`config.mk`:
```
export PLATFORM = sky130hd
export DESIGN_NAME = pipe_hazard_sequencer
export DESIGN_NICKNAME = d
export VERILOG_FILES = /design/src/rtl/pipe_hazard_sequencer_pkg.sv /design/src/rtl/pipe_hazard_sequencer_sat_counter.sv /design/src/rtl/pipe_hazard_sequencer.sv
export SDC_FILE = /design/constraint.sdc
export NUM_CORES = 1
export LEC_CHECK = 0
export BUFFER_PORTS_ARGS = -buffer_cell sky130_fd_sc_hd__buf_2
export CAP_MARGIN = 20
export CORE_UTILIZATION = 58
export CTS_BUF_LIST = sky130_fd_sc_hd__clkbuf_2
export DETAILED_ROUTE_END_ITERATION = 10
export HOLD_SLACK_MARGIN = 0.12
export PLACE_DENSITY = 0.92
export RECOVER_POWER = 25
export SLEW_MARGIN = 20
export SYNTH_ARGS = -nofsm -noshare
export SYNTH_HDL_FRONTEND = slang
export SYNTH_SLANG_ARGS = --single-unit
export TNS_END_PERCENT = 1
```
`constraint.sdc`:
```
create_clock -name Clk -period 3.8 [get_ports Clk]
set_input_delay 0.57 -clock Clk [delete_from_list [all_inputs] [get_ports Clk]]
set_output_delay 0.57 -clock Clk [all_outputs]
set_load 0.01 [all_outputs]
```
`src/rtl/pipe_hazard_sequencer_pkg.sv`:
```
// Shared definitions for the pipeline hazard sequencer: stage bit positions,
// the registered FSM state encoding and the default stall/flush masks.
package pipe_ctrl_pkg;

    // Bit position of each pipeline register within the stall/flush vectors
    localparam int STG_PC    = 0;
    localparam int STG_IFID  = 1;
    localparam int STG_IDEX  = 2;
    localparam int STG_EXMEM = 3;
    localparam int STG_MEMWB = 4;

    localparam int DEF_NUM_STAGES = 5;

    // Load-use bubble holds PC and IF_ID while ID_EX receives a nop
    localparam logic [DEF_NUM_STAGES-1:0] DEF_LU_MASK =
        DEF_NUM_STAGES'((1 << STG_PC) | (1 << STG_IFID));

    // A taken branch squashes the wrong-path instruction sitting in IF_ID
    localparam logic [DEF_NUM_STAGES-1:0] DEF_FLUSH_MASK =
        DEF_NUM_STAGES'(1 << STG_IFID);

    // Registered sequencer state, visible on hz_state
    typedef enum logic [1:0] {
        HZ_IDLE      = 2'b00,
        HZ_LU_STALL  = 2'b01,
        HZ_MEM_STALL = 2'b10
    } hzState_t;

endpackage

```
`src/rtl/pipe_hazard_sequencer_sat_counter.sv`:
```
// Saturating up-counter with synchronous clear; clear wins over increment.
module pipe_sat_counter #(
    parameter int               WIDTH = 4,
    parameter logic [WIDTH-1:0] MAX   = '1
) (
    input  logic             clock,
    input  logic             reset,
    input  logic             inc,
    input  logic             clr,
    output logic [WIDTH-1:0] count
);

    // Count up on inc, stick at MAX, return to zero on reset or clr
    always_ff @(posedge clock) begin
        if (reset || clr) begin
            count <= '0;
        end else if (inc && (count != MAX)) begin
            count <= count + WIDTH'(1);
        end
    end

endmodule

```
`src/rtl/pipe_hazard_sequencer.sv`:
```
// Pipeline stall/flush/bubble sequencer: turns prioritised hazard requests
// into per-stage stall and flush vectors, tracks owed load-use bubbles across
// memory stalls, watches for stuck memory and counts stalled cycles.
module pipe_hazard_sequencer
    import pipe_ctrl_pkg::*;
#(
    parameter int                    NUM_STAGES  = 5,
    parameter int                    LU_CYCLES   = 1,
    parameter logic [NUM_STAGES-1:0] LU_MASK     = NUM_STAGES'(DEF_LU_MASK),
    parameter logic [NUM_STAGES-1:0] FLUSH_MASK  = NUM_STAGES'(DEF_FLUSH_MASK),
    parameter int                    MEM_TIMEOUT = 16,
    parameter int                    PERF_W      = 16
) (
    input  logic                  Clk,
    input  logic                  Rst,
    input  logic                  ld_use_haz,
    input  logic                  br_taken,
    input  logic                  mem_wait,
    input  logic                  clr_perf,
    output logic [NUM_STAGES-1:0] stall,
    output logic [NUM_STAGES-1:0] flush,
    output logic                  nop,
    output logic [1:0]            hz_state,
    output logic                  mem_timeout,
    output logic [PERF_W-1:0]     stall_cycles
);

    localparam int LU_REM_W  = $clog2(LU_CYCLES + 1);
    localparam int MEM_CNT_W = $clog2(MEM_TIMEOUT + 1);

    hzState_t              state;
    hzState_t              nextState;
    logic [LU_REM_W-1:0]   luRem;
    logic [LU_REM_W-1:0]   luRemNext;
    logic [MEM_CNT_W-1:0]  memCnt;

    assign hz_state = state;

    // State and owed-bubble register; reset returns to an idle pipe
    always_ff @(posedge Clk) begin
        if (Rst) begin
            state <= HZ_IDLE;
            luRem <= '0;
        end else begin
            state <= nextState;
            luRem <= luRemNext;
        end
    end

    // Priority decode: memory freeze, owed bubble, branch flush, new load-use
    always_comb begin
        stall     = '0;
        flush     = '0;
        nop       = 1'b0;
        nextState = HZ_IDLE;
        luRemNext = luRem;
        if (Rst) begin
            luRemNext = '0;
        end else if (mem_wait) begin
            stall     = '1;
            nextState = HZ_MEM_STALL;
        end else if (luRem != '0) begin
            stall     = LU_MASK;
            nop       = 1'b1;
            luRemNext = luRem - LU_REM_W'(1);
            nextState = (luRemNext != '0) ? HZ_LU_STALL : HZ_IDLE;
        end else if (br_taken) begin
            flush     = FLUSH_MASK;
        end else if (ld_use_haz) begin
            stall     = LU_MASK;
            nop       = 1'b1;
            luRemNext = LU_REM_W'(LU_CYCLES - 1);
            nextState = (LU_CYCLES > 1) ? HZ_LU_STALL : HZ_IDLE;
        end
    end

    // Consecutive memory-wait cycles; any ready cycle restarts the count
    pipe_sat_counter #(
        .WIDTH (MEM_CNT_W),
        .MAX   (MEM_CNT_W'(MEM_TIMEOUT))
    ) u_memCnt (
        .clock (Clk),
        .reset (Rst),
        .inc   (mem_wait),
        .clr   (~mem_wait),
        .count (memCnt)
    );

    // Sticky watchdog: set when the wait run reaches the limit, cleared by reset only
    always_ff @(posedge Clk) begin
        if (Rst) begin
            mem_timeout <= 1'b0;
        end else if (mem_wait && (memCnt == MEM_CNT_W'(MEM_TIMEOUT - 1))) begin
            mem_timeout <= 1'b1;
        end
    end

    // Stalled-cycle performance counter
    pipe_sat_counter #(
        .WIDTH (PERF_W),
        .MAX   ({PERF_W{1'b1}})
    ) u_stallCycles (
        .clock (Clk),
        .reset (Rst),
        .inc   (|stall),
        .clr   (clr_perf),
        .count (stall_cycles)
    );

endmodule

```
# Word level (Yosys, flattened, before mapping)
# Index checks and enable logic that the tools add are counted.
# word_totals
register_bits,25
inputBits,6
out_inout_bits,30
word_cells,39
# op_classes
add_sub_neg,3
eq_ne,3
muxes,18
bitwise,2
n_reduce_logical,7
# op_table
cell,n
"16-bit by 1-bit adder with 16-bit output, second input constant",1
2-bit two-way mux,8
"16-bit inequality test, second input constant",1
5-bit two-way mux,2
1-bit two-way mux,8
"5-bit by 1-bit adder with 5-bit output, second input constant",1
"5-bit by 4-bit == test with 1-bit output, second input constant",1
"5-bit inequality test, second input constant",1
5-bit OR reduction,1
1-bit logical AND,3
3-bit OR reduction,1
1-bit logical OR,2
1-bit inverter,2
"1-bit subtractor, second input constant",1

# Logic depth before layout (Yosys ltp)
# logic_depth
word_depth,7
mapped_depth,7
depth_no_buf,6

# Hierarchy
# A second synthesis with hierarchy kept.
# hier_totals
hier_cells,148
area_unflattened_um2,1283.7
# modules_own_cells
module,n_inst,cells_each,area_each_um2,seq_area_each_um2
pipe_sat_counter (u_stallCycles),1,95,847.1,320.3
pipe_sat_counter (u_memCnt),1,29,262.8,100.1
pipe_hazard_sequencer,1,24,173.9,40.0

# Worst setup path before layout
# Ideal clock, no wire load.
# synth_path
kind,input port to output port
start,in Rst
end,out stall[1]
t_arrival_ps,1442
required_time_ps,3230
path_slack_ps,1788
path_stages,6
path_buffers,3
cell_sequence,buf_2 > inv_2 > o21ai_1 > clkbuf_1 > inv_1 > buf_4
# synth_between
elab_chain_len,1
# synth_lines
element,line_no,source
start: declaration,pipe_hazard_sequencer.sv:15,"input logic Rst,"
5-bit two-way mux,pipe_hazard_sequencer.sv:57,if (Rst) begin
end: declaration,pipe_hazard_sequencer.sv:20,"output logic [NUM_STAGES-1:0] stall,"
# No other way between the ends.

# Worst setup path after layout
# layout_path
start,in Rst
end,out stall[0]
# Same word-level chain as after synthesis.

==> metrics.yaml <==
diodes: 0
cpMaxStageDelayCell: "o21ai_1"
die_w_um: 49.3
syn2layout_area_growth_pct: 9.85
wl_per_cell_um: 14.3
cpPeakStageDelay_ps: 400
synthMuxAreaShare_pct: 1.64
drt-total-wl_um: 2940
synth-simple-area-share_pct: 30.1
yosys.area.top_type: "dfxtp_1"
drc_errors: 0
syn_avg_cell_area_um2: 8.46
synthTopCellsByArea: "dfxtp_1 (36%), a21oi_1 (5.4%), buf_4 (5.2%)"
drtIter0Drc: 52
maxCapViolCount: 0
synth_ff_type: "dfxtp_1"
yosysMostFrequentCell: "dfxtp_1"
grt_pass1_vias: 1168
synthAdderAreaFrac_pct: 3.86
post-cts-setup-buffer-count: 0
critical_path_class: "input pin to primary output"
postSynth.asyncResetShare_pct: 0
layout-drive-gt1-share_pct: 21.3
clock_skew_ps: 12.8
fmax_mhz: 422
hpwl_um: 2280
ys_ff_latch: 23
crit_buf_inv: 4
crit_chain: "clkbuf_1 -> inv_1 -> o21ai_1 -> inv_1 -> buf_2"
rows: 16
ys_warn_count: 0
nets: 189
ioPinCount: 36
vias_per_cell: 6.17
cts-resized-gates: 0
grt_start_max_net_pins: 18
die_y_um: 49.3
endpoint_kind: "primary output"
synth_commonest_cells: "dfxtp_1 (23), a21oi_1 (14), nand2_1 (11)"
synth_compound_area_share_pct: 18.2
tns_ps: 0
grt_pass1_wl_um: 5120
hold_viol: 0
ys_seq_area_share_pct: 35.6
cts_buffers: 3
seq_area_um2: 460
r2r.worst_path.cells: 4
hold_class: "flip-flop to flip-flop"
antenna_found_initial: 0
hold_buffers: 0
worstMarginPinSlew_ps: 762
grt_setup_unrepaired: "no"
cts_tree: "yes"
yosysTopAreaCellShare_pct: 35.6
critical_path.top_delay_family: "buffers and inverters"
ant_nets: 0
root_buffer: "clkbuf_2"
htree_levels: 1
synth_cells: 153
core_area_um2: 2020
critPathRequiredTime_ps: 3230
vias: 1265
finalHoldWorstSlack_ps: 512
grt.total_usage_pct: 26.9
ff2ff_setup_slack_ps: 1920
multi_input_area_um2: 724
setup_viol: 0
slew_viol_final: 0
ir_drop_mv: 0.187
synth_cell_types: 44
cp_num_cells: 5
start_util_pct: 64.0
period_needed_ps: 2370
synth-xor-area-share_pct: 0.676
synth_top_family_by_area: "simple AND/OR/NAND/NOR gates"
fillCellCount: 171
start_kind: "input pin"
cp_max_fo: 11
gr-total-overflow: 0
crit_arrival_ps: 1800
netlist_area_um2: 1290
clock_sinks: 23
power_density_nw_per_um2: 265
outcome: "completed"
slew_headroom_pct: 48.8
firstDrtPassIters: 5
portBuffers: 30
clk_pin_slew_ps: 190
clk_path_buf_depth: 2
whs_path_depth: 2
cp_common_cell: "inv_1"
clock_latency_ps: 330
die_area_um2: 2430
synth-edff-count: 0
place_congestion: 0.841
p_leak_nw: 0.569
period_share_pct: 62.4
[final timing paths]
check / start / endpoint
hold reg to reg: mem_timeout / mem_timeout
hold / removal: mem_timeout / mem_timeout
setup / recovery: Rst / stall[0]
setup reg to reg: u_stallCycles.count[8] / u_stallCycles.count[15]
[cell families (layout without fill, tap and decap cells)]
kind of cell	after synthesis	in the layout
simple gates	63	63
compound gates	35	35
buf+inv	24	45
flops	23	23
fa+ha+maj	4	4
mux	2	2
other cells	1	5
xor+xnor	1	1
[power breakdown]
part	internal, mW	total, mW	switching, mW	leakage (nW)
logic	0.00983	0.0322	0.0224	0.367
registers	0.244	0.246	0.00180	0.186
clock network	0.0278	0.0985	0.0707	0.0166
total	0.282	0.376	0.0949	0.569
[flip-flops by register name, summed over array words and instances, names as in the netlist]
register / count
hz_state: 1
mem_timeout: 1
u_memCnt.count: 5
u_stallCycles.count: 16
[layer usage]
metal / up-vias / track usage (%) / wire [um]
met5: - / 0 / 0
met4: 0 / 4.41 / 0
met3: 0 / 5.92 / 267
met2: 70 / 47.9 / 1530
met1: 592 / 33.1 / 1140
li1: 603 / - / -
[area by class of cell]
type / instances / share of cell area, %
timing repair buffer: 30 / 10.0
multi-input combinational: 110 / 50.9
inverter: 11 / 2.90
sequential: 23 / 32.4
tap: 27 / 2.37
clock buffer: 4 / 1.41
[through the flow]
stage / instance area [um2] / power, mW / utilization [%] / worst slack (ps) / instances
after floorplan: 1310 / 0.277 / - / 1790 / 157
after global placement: 1410 / 0.281 / 69.7 / 1620 / 201
after detailed placement: 1410 / 0.283 / 69.7 / 1560 / 201
after CTS: 1430 / 0.378 / 70.7 / 1550 / 205
after global routing: 1420 / 0.392 / 70.4 / 1300 / 205
final: 1420 / 0.376 / 70.4 / 1430 / 205
[worst min-delay path: stages (launching register included)]
cell     delay [ps]
dfxtp_1         370
a21oi_1          50
nor2_1           80
[layout by cell type (no fill, tap or decap), types with 2 or more instances in the layout]
cell,instances
conb_1,5
nand4_2,2
or4_1,5
o21ai_1,4
nor4_1,2
a21oi_1,14
buf_2,24
nand4_1,3
ha_1,4
and3_1,5
nand3_1,3
clkbuf_2,4
nor2_1,8
o21ai_0,3
dfxtp_1,23
o31ai_1,6
inv_1,11
nor3_1,8
clkbuf_1,6
or3_1,4
a211o_1,2
nand2_1,11
Note: power is estimated with default switching activity, not from simulation.
